<file path="config.mk">
export PLATFORM = sky130hd
export DESIGN_NAME = comparador_sweep_ctrl
export DESIGN_NICKNAME = d
export VERILOG_FILES = /design/src/rtl/comparador_sweep_ctrl.sv
export SDC_FILE = /design/constraint.sdc
export NUM_CORES = 1
export LEC_CHECK = 0
export BUFFER_PORTS_ARGS = -buffer_cell sky130_fd_sc_hd__buf_2
export CORE_MARGIN = 2
export CORE_UTILIZATION = 40
export CTS_CLUSTER_DIAMETER = 100
export DETAILED_ROUTE_END_ITERATION = 7
export PLACE_DENSITY = 0.73
export SYNTH_ARGS = -nofsm -noshare
export SYNTH_HDL_FRONTEND = slang
export SYNTH_SLANG_ARGS = --single-unit
export TNS_END_PERCENT = 5
</file>
<file path="constraint.sdc">
create_clock -name clk -period 1.54 [get_ports clk]
set_input_delay 0.077 -clock clk [delete_from_list [all_inputs] [get_ports clk]]
set_output_delay 0.077 -clock clk [all_outputs]
set_load 0.005 [all_outputs]
</file>
<file path="src/rtl/comparador_sweep_ctrl.sv">
// comparador_sweep_ctrl
//
// Sequencer that drives the 4-input composite-number comparator through an
// operand range [lo, hi]. Each operand is held on A..D for SETTLE cycles.
// The comparator result S is then sampled into a per-operand mask and a
// running count. A one-cycle done pulse ends every sweep. This includes a
// rejected sweep where lo > hi, which raises err instead of sampling.
//
// Parameters:
//   SETTLE  cycles each operand is held before S is sampled (1..15)
//
// Ports:
//   clk    in   1   system clock, rising edge
//   rst    in   1   synchronous active-high reset
//   start  in   1   sweep request, only honoured in IDLE
//   lo     in   4   first operand, captured on an accepted start
//   hi     in   4   last operand (inclusive), captured on an accepted start
//   A..D   out  1   comparator operand, A = MSB
//   S      in   1   comparator result
//   busy   out  1   high while operands are being swept
//   done   out  1   one-cycle end-of-sweep pulse
//   err    out  1   last accepted start had lo > hi
//   count  out  5   number of sampled operands with S = 1
//   mask   out  16  bit k = sampled S for operand k
module comparador_sweep_ctrl #(
    parameter int SETTLE = 1
) (
    input  logic        clk,
    input  logic        rst,
    input  logic        start,
    input  logic [3:0]  lo,
    input  logic [3:0]  hi,
    output logic        A,
    output logic        B,
    output logic        C,
    output logic        D,
    input  logic        S,
    output logic        busy,
    output logic        done,
    output logic        err,
    output logic [4:0]  count,
    output logic [15:0] mask
);

    typedef enum logic [1:0] {
        IDLE = 2'd0,
        RUN  = 2'd1,
        FIN  = 2'd2
    } state_t;

    localparam logic [3:0] W_LAST = 4'(SETTLE - 1);

    state_t     state;
    state_t     state_next;
    logic [3:0] hi_q;
    logic [3:0] cur;
    logic [3:0] w;
    logic       accept;
    logic       sample_now;
    logic       range_bad;

    assign range_bad = (lo > hi);

    // State register; reset aborts any sweep without a done pulse
    always_ff @(posedge clk) begin
        if (rst) begin
            state <= IDLE;
        end else begin
            state <= state_next;
        end
    end

    // Next state and outputs. The operand is driven only in RUN, so A..D
    // fall back to zero as soon as the sweep leaves RUN.
    always_comb begin
        state_next   = state;
        accept       = 1'b0;
        sample_now   = 1'b0;
        busy         = 1'b0;
        done         = 1'b0;
        {A, B, C, D} = 4'b0000;
        case (state)
            IDLE: begin
                if (start) begin
                    accept     = 1'b1;
                    state_next = range_bad ? FIN : RUN;
                end
            end
            RUN: begin
                busy         = 1'b1;
                {A, B, C, D} = cur;
                if (w == W_LAST) begin
                    sample_now = 1'b1;
                    // Terminate on cur == hi before incrementing so hi = 15 never wraps
                    if (cur == hi_q) begin
                        state_next = FIN;
                    end
                end
            end
            FIN: begin
                done       = 1'b1;
                state_next = IDLE;
            end
            default: begin
                state_next = IDLE;
            end
        endcase
    end

    // Sweep datapath: capture on accept, settle counting and result sampling in RUN.
    // Results are left untouched outside an accepted start so they hold after done.
    always_ff @(posedge clk) begin
        if (rst) begin
            hi_q  <= 4'd0;
            cur   <= 4'd0;
            w     <= 4'd0;
            count <= 5'd0;
            mask  <= 16'h0000;
            err   <= 1'b0;
        end else if (accept) begin
            hi_q  <= hi;
            cur   <= lo;
            w     <= 4'd0;
            count <= 5'd0;
            mask  <= 16'h0000;
            err   <= range_bad;
        end else if (state == RUN) begin
            if (sample_now) begin
                mask[cur] <= S;
                count     <= count + {4'b0000, S};
                w         <= 4'd0;
                if (cur != hi_q) begin
                    cur <= cur + 4'd1;
                end
            end else begin
                w <= w + 4'd1;
            end
        end
    end

endmodule

</file>
==> results.json, run 1 <==
{
  "antenna_found_initial": 0,
  "min_period_over_period": 1.05,
  "cap_viol_max_count": 0,
  "rrSetupSlack_ns": -0.08,
  "syn_to_final_growth_pct": 25.8,
  "power_mw": 2.30,
  "finalCriticalPeriod_ns": 1.62,
  "fp.dieH_um": 72.2,
  "startpoint_type": "flip-flop",
  "synth_flop_cell": "dfxtp_1",
  "max_slew_margin": 0.660,
  "synth_mux_area_frac": 0.0862,
  "violations": "negative setup slack",
  "yosysWarnings": 0,
  "synth_nets": 240,
  "startpoint": "w[1]",
  "worstMarginPinSlew_ns": 0.510,
  "fmax_mhz": 618,
  "syn_avg_cell_area_sq_um": 8.60,
  "path_delay_family": "simple AND/OR/NAND/NOR gates",
  "wire_per_inst_um": 13.4,
  "die_area_sq_um": 5210,
  "setup_ws_ns": -0.0787,
  "die_x_um": 72.2,
  "worst_r2r_startpoint": "w[1]",
  "n_fill_cell": 404,
  "drtPass1Iterations": 5,
  "arrival_ns": 1.82,
  "whs_endpoint": "hi_q[2]",
  "p_leak_nw": 1.15,
  "drc": 0,
  "final_area_sq_um": 2340,
  "synth_top_family_by_area": "simple AND/OR/NAND/NOR gates",
  "drtAntennaViolNets": 0,
  "path_class": "flip-flop to flip-flop",
  "rsz0062_at_grt": "yes",
  "grt_pass1_wl_mm": 6.90,
  "globalplace.congestion": 0.898,
  "gr-usage-all-layers": 0.170,
  "cts_tree": "done",
  "htreeDepth": 2,
  "async_flop_share": 0,
  "synth_top_area_frac": 0.388,
  "clk_path_buf_depth": 2,
  "synthAdderAreaFrac": 0.0808,
  "overflow": 0,
  "synth_edf_count": 0,
  "final_common_cell": "buf_2",
  "synth_compound_area_frac": 0.0842,
  "drive_above_1_share": 0.270,
  "synth_seq_cells": 36,
  "synth-simple-area-share": 0.264,
  "coreArea_sq_um": 4410,
  "final_nets": 293,
  "r2r-end": "cur[3]",
  "wl_mm": 4.33,
  "slowest_delay_ns": 0.47,
  "viasPerCell": 5.29,
  "crit_slowest_cell": "or4_1",
  "vias": 1702,
  "synth_area_sq_um": 1860,
  "critical_path_buf_inv_count": 1,
  "num_rows": 24,
  "synthesis.instances": 216,
  "reg2reg_depth": 6,
  "root_buffer": "clkbuf_8",
  "dpl-instance-area_sq_um": 2220,
  "hold_depth": 3,
  "synth_xor_area_frac": 0.0471,
  "cts_hold_buf": 0,
  "port-buffer-count": 39,
  "crit_fanout": 3,
  "skew_ns": 0.00379,
  "hold_path.class": "input port to flip-flop",
  "final_max_slew_viol_count": 0,
  "antenna_cells": 0,
  "initialDrtViolationCount": 80,
  "grt_pass1_vias": 1522,
  "synthTopCellsByArea": "dfxtp_1, mux2i_1, ha_1, nand4_1, nor2_1",
  "yosysUniqueCellTypes": 34,
  "finalHoldViolCount": 0,
  "setup_viol_count_final": 3,
  "yosysSeqAreaShare": 0.388,
  "cts.sinks": 36,
  "clk_latency_ns": 0.29,
  "start_util": 0.421,
  "final_cell_mix": "buf_2, dfxtp_1, nor2_1",
  "holdCritStartpoint": "hi[2]",
  "outcome": "finished, violations left",
  "num_io_pins": 40,
  "power_density_nw_per_um2": 986,
  "cp_data_required_time_ns": 1.74,
  "vdd_ir_drop_max_mv": 0.507,
  "yosysTopAreaCell": "dfxtp_1",
  "dpl.hpwl_mm": 3.21,
  "path_cells": "inv_1 -> ha_1 -> nor3b_4 -> nand2_2 -> or4_1 -> a311oi_1",
  "cts.reportedPaths.clkPinSlew_ns": 0.07,
  "numCtsBuffers": 5,
  "grt_start_max_net_pins": 22,
  "cp-end-kind": "flip-flop"
}
## timing repair
item | CTS | global route
setup endpoints to repair | 3 | 22
resized for setup | 2 | 7
setup buffers | 1 | 0
pin swaps | 2 | 8
## area by class of cell
type / count / area [sq um] / area share
clock buffers: 8 / 90.1 / 0.0385
inverters: 11 / 41.3 / 0.0177
multi-input cells: 157 / 1060 / 0.456
flip-flops and latches: 36 / 722 / 0.309
well taps: 52 / 65.1 / 0.0278
repair buffers: 58 / 354 / 0.151
## where the power goes
| part | internal, mW | switching [mW] |
|---|---|---|
| Clock | 0.365 | 0.319 |
| Sequential | 0.976 | 0.0342 |
| Combinational | 0.262 | 0.348 |
## cell families (layout without fill, tap and decap cells)
kind of cell	after synthesis	count (layout)
buffers and inverters	23	77
adder cells (fa/ha/maj)	12	12
multiplexers	16	16
AO/OA/AOI/OAI	24	24
AND/OR/NAND/NOR	95	95
flip-flops	36	36
XOR/XNOR	10	10
## synth_stat cells (2+ instances only)
cell type  number
or3_1           2
nand2_1        14
and3_1          2
buf_2           5
xor2_1          5
and2_1          5
dfxtp_1        36
nor3_1          2
clkbuf_1        7
nor2_1         31
xnor2_1         5
o21ai_0         4
a21oi_1         9
ha_1           12
nand3_1         6
mux2i_1        16
o31ai_1         3
nand4_1        20
inv_1          11
nor2b_1         4
a311oi_1        4
## how the worst max path moves through the flow
stage / endpoint / depth (start not counted)
global placement: cur[3] / 6
CTS: cur[3] / 6
floorplan: cur[3] / 6
global route: cur[3] / 6
finish: cur[3] / 6
detailed placement: cur[1] / 7
## tightest hold or removal path, stage by stage
cell and delay [ns]:
buf_2 0.10, nand2_1 0.05, a21oi_1 0.05
## per-stage QoR
step	util	setup WS (ns)	std cells	TNS, ns	hold WS (ns)
after detailed placement	0.502	-0.0725	313	-0.164	0.340
after global routing	0.529	-0.236	322	-1.06	0.0445
after global placement	0.502	-0.0166	313	-0.0279	0.342
after CTS	0.526	-0.0665	322	-0.0862	0.0329
final	0.529	-0.0787	322	-0.154	0.0438
after floorplan	-	-0.0886	216	-0.0886	0.213
## metal layers
layer,global-route usage,share of wire
met1,0.211,0.46
met2,0.275,0.46
met5,0,0
met3,0.0472,0.061
met4,0.0734,0.014
## flip-flops by register name, summed over array words and instances, names as in the netlist
name / cells
mask: 16
count: 5
cur: 4
hi_q: 4
w: 4
state: 2
err: 1
Power figures use the tool's default switching activity.
==> run 2, diff against run 1 <==
Settings changed: MAX_ROUTING_LAYER from default to met4.
==> run 2 against run 1 <==
Against the previous run:
- the flow still finishes with violations (negative setup slack)
- critical path depth did not move
- wire length rose by 0.12%
- clock skew is essentially flat
- final area stayed put
- register-to-register slack hardly changed
- combinational power about the same
- worst setup slack about the same
- die area did not move
- critical path type unchanged
- critical endpoint unchanged
- largest cell class unchanged
- largest power group unchanged
==> results.json, run 2 (synthesis results as in run 1) <==
{
  "grt_start_max_net_pins": 22,
  "cts.sinks": 36,
  "overflow": 0,
  "reg_top3": "mask x16, count x5",
  "gr-usage-all-layers": 0.175,
  "n_fill_cell": 404,
  "cap_viol_max_count": 0,
  "port-buffer-count": 39,
  "finalHoldViolCount": 0,
  "max_slew_margin": 0.660,
  "skew_ns": 0.00386,
  "final_cell_mix": "buf_2, dfxtp_1, nor2_1",
  "cp_data_required_time_ns": 1.74,
  "num_rows": 24,
  "critical_path_buf_inv_count": 1,
  "viasPerCell": 5.28,
  "wl_mm": 4.33,
  "drive_above_1_share": 0.270,
  "setup_ws_ns": -0.0784,
  "setup_viol_count_final": 3,
  "rsz0062_at_grt": "yes",
  "root_buffer": "clkbuf_8",
  "wl_met1_mm": 2.02,
  "numCtsBuffers": 5,
  "globalplace.congestion": 0.913,
  "hold_ws_ns": 0.0436,
  "vdd_ir_drop_max_mv": 0.507,
  "vias": 1699,
  "final_common_cell": "buf_2",
  "wl_met3_um": 239,
  "power_density_nw_per_um2": 986,
  "worstMarginPinSlew_ns": 0.509,
  "grt_pass1_wl_mm": 6.90,
  "coreArea_sq_um": 4410,
  "syn_to_final_growth_pct": 25.8,
  "final_nets": 293,
  "path_delay_family": "simple AND/OR/NAND/NOR gates",
  "arrival_ns": 1.82,
  "final_max_slew_viol_count": 0,
  "regMostFlops": "mask",
  "drtPass1Iterations": 4,
  "outcome": "finished, violations left",
  "p_leak_nw": 1.15,
  "crit_slowest_cell": "or4_1",
  "cts.reportedPaths.clkPinSlew_ns": 0.07,
  "fp.dieH_um": 72.2,
  "wl_met2_mm": 2.01,
  "htreeDepth": 2,
  "fmax_mhz": 618,
  "seq_area_sq_um": 722,
  "largest_reg_flops": 16,
  "drc": 0,
  "multi_input_area_sq_um": 1060,
  "clk_latency_ns": 0.29,
  "cts_hold_buf": 0,
  "crit_fanout": 3,
  "hold_path.class": "input port to flip-flop",
  "dr.max_layer_used": "met4",
  "cts_tree": "done",
  "slowest_delay_ns": 0.47,
  "startpoint_type": "flip-flop",
  "grt_pass1_vias": 1524,
  "violations": "negative setup slack",
  "dpl.hpwl_mm": 3.21,
  "antenna_found_initial": 0,
  "start_util": 0.421,
  "min_period_over_period": 1.05,
  "path_cells": "inv_1 -> ha_1 -> nor3b_4 -> nand2_2 -> or4_1 -> a311oi_1",
  "clk_path_buf_depth": 2,
  "num_io_pins": 40,
  "path_class": "flip-flop to flip-flop",
  "drtAntennaViolNets": 0,
  "die_x_um": 72.2,
  "pre_cts_ws_ns": -0.0725,
  "wire_per_inst_um": 13.5,
  "cp-end-kind": "flip-flop",
  "finalCriticalPeriod_ns": 1.62,
  "antenna_cells": 0,
  "initialDrtViolationCount": 72,
  "final_core_util": 0.529,
  "die_area_sq_um": 5210
}
-- run 2: cell counts in the layout (fill, tap and decap cells not counted) --
No cell type changed its count.
-- run 2: power breakdown --
group	total [mW]	leakage (nW)	internal [mW]	switching [mW]
Clock	0.683	0.0455	0.365	0.319
Sequential	1.01	0.293	0.976	0.0343
Combinational	0.610	0.810	0.262	0.348
Total	2.30	1.15	1.60	0.701
-- run 2: worst paths after layout --
kind	startpoint	to	slack (ns)	cells past startpoint
worst max-delay path	w[1]	cur[3]	-0.08	6
worst min-delay path	hi[2]	hi_q[2]	0.04	3
worst max register to register	w[1]	cur[3]	-0.08	6
worst min register to register	err	err	0.45	2
-- run 2: per-stage QoR --
stage | area [sq um] | cells | TNS, ns | total power, mW
after floorplan | 1860 | 216 | -0.0886 | 1.38
after global placement | 2220 | 313 | -0.0279 | 1.59
after detailed placement | 2220 | 313 | -0.164 | 1.60
after CTS | 2320 | 322 | -0.0862 | 2.30
after global routing | 2340 | 322 | -1.06 | 2.43
final | 2340 | 322 | -0.153 | 2.30
-- run 2: worst reg2reg max path, delay by kind of cell (launching register included) --
kind | cells | cell delay [ns]
compound gates | 1 | 0.24
fa+ha+maj | 1 | 0.14
buf+inv | 1 | 0.07
flops | 1 | 0.31
simple gates | 3 | 0.79
-- run 2: routing by layer --
| metal | vias up | global-route usage |
|---|---|---|
| met5 | - | - |
| met4 | 0 | 0.0734 |
| met3 | 6 | 0.0431 |
| met2 | 48 | 0.275 |
| met1 | 783 | 0.213 |
| li1 | 862 | - |
-- run 2: layout make-up --
| class | instances | area share |
|---|---|---|
| Inverter | 11 | 0.0177 |
| Timing Repair Buffer | 58 | 0.151 |
| Sequential cell | 36 | 0.309 |
| Clock buffer | 8 | 0.0385 |
| Tap cell | 52 | 0.0278 |
| Multi-Input combinational cell | 157 | 0.456 |
-- run 2: what timing repair did --
item                       CTS  global route
setup endpoints to repair    3            22
gates resized for setup      2             7
pin swaps                    2             8
setup buffers                1             0
